$ cat config.mk
export PLATFORM = sky130hd
export DESIGN_NAME = uart_frame_tx
export DESIGN_NICKNAME = d
export VERILOG_FILES = /design/src/rtl/uart_pkg.sv /design/src/rtl/uart_byte_tx.sv /design/src/rtl/uart_frame_tx.sv
export SDC_FILE = /design/constraint.sdc
export NUM_CORES = 1
export LEC_CHECK = 0
export ABC_AREA = 1
export CAP_MARGIN = 10
export CORE_ASPECT_RATIO = 1.1
export CORE_MARGIN = 2
export CORE_UTILIZATION = 50
export CTS_CLUSTER_SIZE = 24
export DETAILED_ROUTE_END_ITERATION = 6
export PLACE_DENSITY = 0.77
export SKIP_CTS_REPAIR_TIMING = 1
export SLEW_MARGIN = 20
export SYNTH_ARGS = -nofsm -noshare
export SYNTH_HDL_FRONTEND = slang
export SYNTH_SLANG_ARGS = --single-unit
$ cat constraint.sdc
create_clock -name sys_clk -period 1.53 [get_ports sys_clk]
set_input_delay 0.153 -clock sys_clk [delete_from_list [all_inputs] [get_ports sys_clk]]
set_output_delay 0.153 -clock sys_clk [all_outputs]
set_load 0.1 [all_outputs]
$ cat src/rtl/uart_pkg.sv
// Shared UART definitions: TX state encoding, 8N1 framing constants and the
// baud divisor helper used by both the transmit and receive paths.
package uart_pkg;

    typedef enum logic [1:0] {
        IDLE  = 2'd0,
        START = 2'd1,
        DATA  = 2'd2,
        STOP  = 2'd3
    } tx_state_t;

    typedef enum logic {
        FRAME_IDLE = 1'b0,
        FRAME_SEND = 1'b1
    } frame_state_t;

    localparam int   UART_DATA_BITS        = 8;
    localparam int   UART_STOP_BITS        = 1;
    localparam logic UART_IDLE_LEVEL       = 1'b1;
    localparam int   UART_MIN_CLKS_PER_BIT = 4;

    function automatic int clks_per_bit(input int clk_freq, input int baud);
        return clk_freq / baud;
    endfunction

endpackage

$ cat src/rtl/uart_byte_tx.sv
// Single-character 8N1 serialiser. A start accepted on the final stop-bit
// cycle chains straight into the next start bit, so characters abut.
module uart_byte_tx
    import uart_pkg::*;
#(
    parameter int CLKS_PER_BIT = 16
) (
    input  logic       sys_clk,
    input  logic       rst,
    input  logic       start,
    input  logic [7:0] data,
    output logic       line,
    output logic       done
);

    localparam int               CNT_W    = $clog2(CLKS_PER_BIT);
    localparam logic [CNT_W-1:0] CNT_LAST = CNT_W'(CLKS_PER_BIT - 1);
    localparam logic [2:0]       BIT_LAST = 3'(UART_DATA_BITS - 1);

    tx_state_t        state_reg, state_next;
    logic [CNT_W-1:0] baud_cnt_reg, baud_cnt_next;
    logic [2:0]       bit_idx_reg, bit_idx_next;
    logic [7:0]       data_reg, data_next;
    logic             bit_end;

    assign bit_end = (baud_cnt_reg == CNT_LAST);

    always_ff @(posedge sys_clk or posedge rst) begin
        if (rst) begin
            state_reg    <= IDLE;
            baud_cnt_reg <= '0;
            bit_idx_reg  <= '0;
            data_reg     <= '0;
        end else begin
            state_reg    <= state_next;
            baud_cnt_reg <= baud_cnt_next;
            bit_idx_reg  <= bit_idx_next;
            data_reg     <= data_next;
        end
    end

    always_comb begin
        state_next    = state_reg;
        bit_idx_next  = bit_idx_reg;
        data_next     = data_reg;
        line          = UART_IDLE_LEVEL;
        done          = 1'b0;
        // The baud counter free-runs in every active state and wraps per bit.
        if (state_reg == IDLE || bit_end) begin
            baud_cnt_next = '0;
        end else begin
            baud_cnt_next = baud_cnt_reg + CNT_W'(1);
        end

        case (state_reg)
            IDLE: begin
                if (start) begin
                    state_next = START;
                    data_next  = data;
                end
            end
            START: begin
                line = 1'b0;
                if (bit_end) begin
                    state_next   = DATA;
                    bit_idx_next = '0;
                end
            end
            DATA: begin
                line = data_reg[bit_idx_reg];
                if (bit_end) begin
                    if (bit_idx_reg == BIT_LAST) begin
                        state_next = STOP;
                    end else begin
                        bit_idx_next = bit_idx_reg + 3'd1;
                    end
                end
            end
            STOP: begin
                line = UART_IDLE_LEVEL;
                if (bit_end) begin
                    done = 1'b1;
                    if (start) begin
                        state_next = START;
                        data_next  = data;
                    end else begin
                        state_next = IDLE;
                    end
                end
            end
            default: state_next = IDLE;
        endcase
    end

endmodule

$ cat src/rtl/uart_frame_tx.sv
// Frame transmitter: latches a BSN-byte response on request, sequences its
// bytes through the 8N1 serialiser and pulses uart_send_complete at the end.
module uart_frame_tx
    import uart_pkg::*;
#(
    parameter int BSN      = 4,
    parameter int CLK_FREQ = 50_000_000,
    parameter int BAUD     = 115200
) (
    input  logic           sys_clk,
    input  logic           rst,
    input  logic           uart_send_flag,
    input  logic [BSN*8-1:0] dataT,
    output logic           uart_txd,
    output logic           uart_busy,
    output logic           uart_send_complete
);

    localparam int               CLKS_PER_BIT = clks_per_bit(CLK_FREQ, BAUD);
    localparam int               IDX_W        = (BSN > 1) ? $clog2(BSN) : 1;
    localparam logic [IDX_W-1:0] IDX_LAST     = IDX_W'(BSN - 1);

    generate
        if (CLKS_PER_BIT < UART_MIN_CLKS_PER_BIT) begin : g_bad_baud
            $error("uart_frame_tx: CLK_FREQ/BAUD must be at least 4");
        end
        if (BSN < 1 || BSN > 16) begin : g_bad_bsn
            $error("uart_frame_tx: BSN must be in 1..16");
        end
    endgenerate

    frame_state_t     state_reg, state_next;
    logic [BSN*8-1:0] frame_reg, frame_next;
    logic [IDX_W-1:0] byte_idx_reg, byte_idx_next, byte_idx_inc;
    logic             complete_reg, complete_next;
    logic             txd_reg, busy_reg, send_complete_reg;
    logic [7:0]       frame_bytes [BSN];
    logic [7:0]       next_byte;
    logic [7:0]       byte_data;
    logic             byte_start, byte_done, byte_line;

    // Byte 0 is the most significant byte so string literals go out in order.
    genvar gi;
    generate
        for (gi = 0; gi < BSN; gi++) begin : g_bytes
            assign frame_bytes[gi] = frame_reg[(BSN-gi)*8-1 -: 8];
        end
    endgenerate

    assign byte_idx_inc = byte_idx_reg + IDX_W'(1);

    always_comb begin
        next_byte = '0;
        for (int i = 0; i < BSN; i++) begin
            if (IDX_W'(i) == byte_idx_inc) begin
                next_byte = frame_bytes[i];
            end
        end
    end

    always_ff @(posedge sys_clk or posedge rst) begin
        if (rst) begin
            state_reg    <= FRAME_IDLE;
            frame_reg    <= '0;
            byte_idx_reg <= '0;
            complete_reg <= 1'b0;
        end else begin
            state_reg    <= state_next;
            frame_reg    <= frame_next;
            byte_idx_reg <= byte_idx_next;
            complete_reg <= complete_next;
        end
    end

    // The first byte is taken straight from dataT so the start bit is not
    // delayed by the frame latch.
    always_comb begin
        state_next    = state_reg;
        frame_next    = frame_reg;
        byte_idx_next = byte_idx_reg;
        complete_next = 1'b0;
        byte_start    = 1'b0;
        byte_data     = next_byte;
        case (state_reg)
            FRAME_IDLE: begin
                if (uart_send_flag) begin
                    state_next    = FRAME_SEND;
                    frame_next    = dataT;
                    byte_idx_next = '0;
                    byte_start    = 1'b1;
                    byte_data     = dataT[BSN*8-1 -: 8];
                end
            end
            FRAME_SEND: begin
                if (byte_done) begin
                    if (byte_idx_reg < IDX_LAST) begin
                        byte_idx_next = byte_idx_inc;
                        byte_start    = 1'b1;
                    end else begin
                        state_next    = FRAME_IDLE;
                        complete_next = 1'b1;
                    end
                end
            end
            default: state_next = FRAME_IDLE;
        endcase
    end

    uart_byte_tx #(
        .CLKS_PER_BIT(CLKS_PER_BIT)
    ) u_byte_tx (
        .sys_clk(sys_clk),
        .rst    (rst),
        .start  (byte_start),
        .data   (byte_data),
        .line   (byte_line),
        .done   (byte_done)
    );

    // Output stage: every pin is registered, one cycle behind the sequencer.
    always_ff @(posedge sys_clk or posedge rst) begin
        if (rst) begin
            txd_reg           <= UART_IDLE_LEVEL;
            busy_reg          <= 1'b0;
            send_complete_reg <= 1'b0;
        end else begin
            txd_reg           <= byte_line;
            busy_reg          <= (state_reg != FRAME_IDLE);
            send_complete_reg <= complete_reg;
        end
    end

    assign uart_txd           = txd_reg;
    assign uart_busy          = busy_reg;
    assign uart_send_complete = send_complete_reg;

endmodule

* Yosys cells after proc, flatten, opt, wreduce, memory -nomap -nowiden
Index checks and enable logic that the tools add are counted.
** Storage, ports and cells
- Output and inout port bits :: 3
- Input bits :: 35
- Bits in registers :: 61
- Word-level logic and storage cells :: 83
** Operators by class
- Equality and inequality tests :: 17
- Reduce and logical (&&, ||, !) cells :: 10
- Add/sub/neg operators :: 3
- Muxes and demuxes :: 39
- Bitwise operators :: 1
- Order comparisons :: 2
** Operators with widths (number)
- two-way mux 8 bit :: 8
- two-way mux 2 bit :: 8
- one-hot mux 8 bit (2 select lines) :: 1
- inequality test 2 x 1 -> 1 bit (second input constant) :: 6
- two-way mux 1 bit :: 11
- adder 9 x 1 -> 9 bit (second input constant) :: 1
- == test 9 bit (second input constant) :: 1
- two-way mux 3 bit :: 3
- two-way mux 9 bit :: 1
- one-hot mux 2 bit (4 select lines) :: 1
- inequality test 2 bit (second input constant) :: 3
- one-hot mux 1 bit (2 select lines) :: 3
- one-hot mux 3 bit (2 select lines) :: 1
- AND reduction 5 bit :: 1
- == test 2 bit (first input constant) :: 2
- == test 2 bit (second input constant) :: 2
- zero test 2 bit :: 2
- < comparator 3 x 4 -> 1 bit (second input constant) :: 1
- one-hot mux 2 bit (2 select lines) :: 1
- AND reduction 2 bit :: 2
- AND reduction 4 bit :: 1
- nonzero test 2 bit :: 2
- adder 3 x 1 -> 3 bit (second input constant) :: 1
- binary-select mux 1 bit (select 3 bit) :: 1
- other kinds (8) :: 8

* Logic depth before layout (Yosys ltp)
- Depth in word-level cells :: 11
- Depth in mapped cells :: 12
- Depth with buffers taken out :: 11

* By module
Synthesis repeated with hierarchy kept, for this count alone.
** Second synthesis, totals
- Cell total of the unflattened synthesis :: 405
- Area total of the unflattened synthesis :: 3166.8 um^2
** By module, submodules not included
- uart_frame_tx :: cells an instance 252, area an instance 1901.8 um^2, seq. area each 977.2 um^2, instances 1
- uart_byte_tx :: cells an instance 153, area an instance 1265.0 um^2, seq. area each 550.5 um^2, instances 1

* Least setup slack after synthesis
No wires, ideal clock.
- Kind :: flip-flop to flip-flop
- Start :: reg byte_idx_reg[0]
- End :: reg u_byte_tx.data_reg[5]
- Setup time :: 0.074 ns
- Path slack :: 0.103 ns
- Stages on the path, launching flop included :: 13
- Data arrival time :: 1.353 ns
- Period minus slack after synthesis :: 1.427 ns
- Path buffers :: 1
- Data required time :: 1.456 ns
- Cell sequence :: dfrtp_1 inv_1 ha_1 buf_2 nor2_4 nand2_1 nand2_1 o21ai_0 nand2_1 nand2_1 nand2_1 nand2_1 o21ai_2
** Between the ends
- Cells in the longest elaborated chain, start to end :: 11
- Elaborated cells on any way between the ends :: 18
- Classes of those cells :: add/sub: 1; order compare: 1; eq/ne: 3; mux: 12; reduce/logical: 1
** RTL lines
- from (decl) :: line uart_frame_tx.sv:34 : logic [IDX_W-1:0] byte_idx_reg, byte_idx_next, byte_idx_inc;
- from (signal assigned) :: line uart_frame_tx.sv:70 : byte_idx_reg <= byte_idx_next;
- adder 2 x 1 -> 2 bit :: line uart_frame_tx.sv:50 : assign byte_idx_inc = byte_idx_reg + IDX_W'(1);
- zero test 2 bit :: line uart_frame_tx.sv:55 : if (IDX_W'(i) == byte_idx_inc) begin
- two-way mux 8 bit (4 in a row) :: line uart_frame_tx.sv:55
- two-way mux 8 bit :: line uart_frame_tx.sv:86 : if (uart_send_flag) begin
- two-way mux 8 bit :: line uart_frame_tx.sv:84 : case (state_reg)
- two-way mux 8 bit (*) :: line uart_byte_tx.sv:57, uart_byte_tx.sv:83
- two-way mux 8 bit :: line uart_byte_tx.sv:81 : if (bit_end) begin
- one-hot mux 8 bit (2 select lines) (*) :: line uart_byte_tx.sv:55 : case (state_reg)
- to (signal assigned) :: line uart_byte_tx.sv:38 : data_reg <= data_next;
- to (decl) :: line uart_byte_tx.sv:23 : logic [7:0] data_reg, data_next;
Mark *: on every way between the ends. The rest lies on a longest branch, timed or not. The select of a mux whose other input is x is not followed.
A chain may end at the register's enable or synchronous reset.

* Worst setup path in the final report
Ends and elaborated chain as after synthesis.

==> results.ini <==
[final_layout]
largest_reg_flops = 32
area_growth_pct = 30.7
stdcell_area_um2 = 3960
antennaDiodeCount = 0
fillers = 475
drive_gt1_share_pct = 16.7
fin_nets = 479

[timing]
finalCritPeriodShare_pct = 101
fin_crit_ns = 1.55
rsz0062_at_grt = true
hold_ws_ns = 0.132
fmax_mhz = 644
worst_pin_slew_ns = 0.354
maxSlewHeadroom_pct = 76.4
fin_setup_tns_ns = -0.0572
finalSetupViolCount = 5
fin_skew_ns = 0.00771
finalWorstSetupSlack_ns = -0.0218
maxSlewViolCount = 0
final_hold_viol_count = 0

[clocking]
cts.path.max_buffers = 2
cts_htree_levels = 3
cts_tree = done
root_buffer = clkbuf_8
clkTransAtPathRegs_ns = 0.07
numCtsBuffers = 9
clk_latency_ns = 0.34
clock_sinks = 61

[logic_synthesis]
synthArstFlopShare_pct = 100
syn_area_per_cell_um2 = 8.11
netlist-cell-type-count = 31
synth-edff-count = 0
synthesis.instances = 374
seq_area_frac_synth_pct = 50.4
netlist_area_um2 = 3030
synthesis.nets = 421
synth_warnings = 0
ys_seq_elements = 61
dominantRegCellSynth = dfrtp_1

[run]
max_cap_violations = 0

[power_and_ir_drop]
power.leakage_nw = 1.96
p_total_w = 0.00445
power_density_nw_per_um2 = 1120
ir_worst_vdd_mv = 0.689

[floorplanning]
fp.dieArea_um2 = 6700
die_y_um = 85.7
pin_count = 38
start_util_pct = 52.2
core.rowCount = 29
die_w_um = 78.2
core_area_um2 = 5810

[global_route]
grt_max_degree = 42
grt-ovfl-total = 0
grt_pass1_wl_um = 11100
antenna_found_initial = 0
grt_pass1_vias = 2508
grt_usage_pct = 21.3

[placement]
hpwl_um = 4850
portBuffers = 37
gp_congestion = 0.860
placedInstanceArea_um2 = 3590

[outcome]
status = finished with violations
violations = setup timing

[route]
drt_iter0_markers = 125
ant_nets = 0
drt-total-wl_um = 7110
route.vias.total = 2623
dr.pass1.iters = 4
route.detailed.drc = 0
viasPerCell = 5.10
wl_per_cell_um = 13.8

[critical_path]
cp_max_fo = 9
worstPathRequired_ns = 1.76
end_kind = flip-flop
rr_startpoint = byte_idx_reg[0]$_DFFE_PP0P_
critPathLaunchType = flip-flop
crit_path_start = byte_idx_reg[0]$_DFFE_PP0P_
worstPathArrival_ns = 1.78
worst-setup-path-type = flip-flop to flip-flop

[hold_path]
hp-class = primary input to async pin

-- layer usage --
| metal | track usage [%] | vias up | wire [um] |
|---|---|---|---|
| met1 | 25.5 | 1240 | 2980 |
| met5 | 0 | - | 0 |
| li1 | - | 1296 | - |
| met4 | 11.3 | 0 | 229 |
| met3 | 5.26 | 19 | 270 |
| met2 | 35.5 | 68 | 3640 |
-- cell type report --
cell class | instances | area, um^2 | share of cell area [%]
sequential | 61 | 1530 | 38.6
multi-input combinational | 269 | 1440 | 36.3
timing repair buffer | 56 | 598 | 15.1
inverter | 35 | 149 | 3.76
clock buffer | 14 | 143 | 3.60
tap | 77 | 96.3 | 2.43
clock inverter | 2 | 10.0 | 0.253
-- metrics by stage --
stage	util (%)	setup WS (ns)	cells
6_report	68.3	-0.0218	514
5_1_grt	68.3	-0.111	514
4_1_cts	64.5	-0.189	504
3_5_place_dp	61.9	-0.178	488
3_3_place_gp	61.9	-0.0908	488
2_1_floorplan	-	0.103	374
-- where the power goes --
group	switching, W	total [W]	internal (W)
logic	0.000768	0.00130	0.000528
registers	0.000159	0.00197	0.00181
clock network	0.000597	0.00118	0.000585
-- cells in the mapped netlist, types with 2 or more instances --
cell type | instances | share of area (%)
a21oi_1 | 16 | 2.6
nand2_2 | 3 | 0.62
o21ai_0 | 25 | 4.1
o21ai_1 | 4 | 0.66
nand2_1 | 156 | 19
inv_1 | 33 | 4.1
nor3b_1 | 2 | 0.50
nor3_1 | 3 | 0.50
a32o_1 | 2 | 0.66
dfrtp_1 | 60 | 50
nor2_1 | 14 | 1.7
nor2_4 | 2 | 0.74
ha_1 | 12 | 5.0
a21boi_0 | 4 | 0.99
buf_2 | 8 | 1.3
nand3_1 | 11 | 1.8
o21ai_2 | 5 | 1.4
-- cell families (layout without fill, tap and decap cells) --
group,count (synthesis),count (layout),synth area share [%]
fa+ha+maj,12,12,4.95
flops,61,61,50.4
compound gates,58,58,11.1
xor+xnor,1,1,0.289
buf+inv,45,107,6.19
simple gates,197,198,27.1
-- worst paths after layout --
path | endpoint | slack [ns] | depth (start not counted)
setup / recovery | u_byte_tx.data_reg[5]$_DFFE_PP0P_ | -0.02 | 10
hold / removal | state_reg$_DFF_PP0_ | 0.13 | 2
min in group sys_clk | frame_bytes[9]$_DFFE_PP0P_ | 0.35 | 3
hold reg to reg | uart_send_complete$_DFF_PP0_ | 0.36 | 0
max in group asynchronous | uart_txd$_DFF_PP1_ | 0.88 | 3
setup reg to reg | u_byte_tx.data_reg[5]$_DFFE_PP0P_ | -0.02 | 10
-- layout by cell type (no fill, tap or decap), drive strengths merged --
| cell type | count |
|---|---|
| a21boi | 4 |
| a21oi | 17 |
| a32o | 2 |
| buf | 22 |
| clkbuf | 14 |
| clkdlybuf4s50 | 34 |
| clkinv | 3 |
| clkinvlp | 2 |
| dfrtp | 60 |
| dfstp | 1 |
| ha | 12 |
| inv | 32 |
| nand2 | 161 |
| nand3 | 11 |
| nand4 | 2 |
| nor2 | 17 |
| nor3 | 3 |
| nor3b | 2 |
| nor4 | 1 |
| o211ai | 1 |
| o21ai | 34 |
| or2 | 1 |
| xnor2 | 1 |
-- worst max-delay path, cell delays in order (launching register included) --
cell,delay [ns]
dfrtp_2,0.46
buf_12,0.15
ha_4,0.18
a21oi_1,0.18
nand2_1,0.07
o21ai_0,0.08
nand2_1,0.07
nand2_1,0.07
nand2_1,0.07
nand2_1,0.07
o21ai_2,0.05
Note: power is estimated with default switching activity, not from simulation.
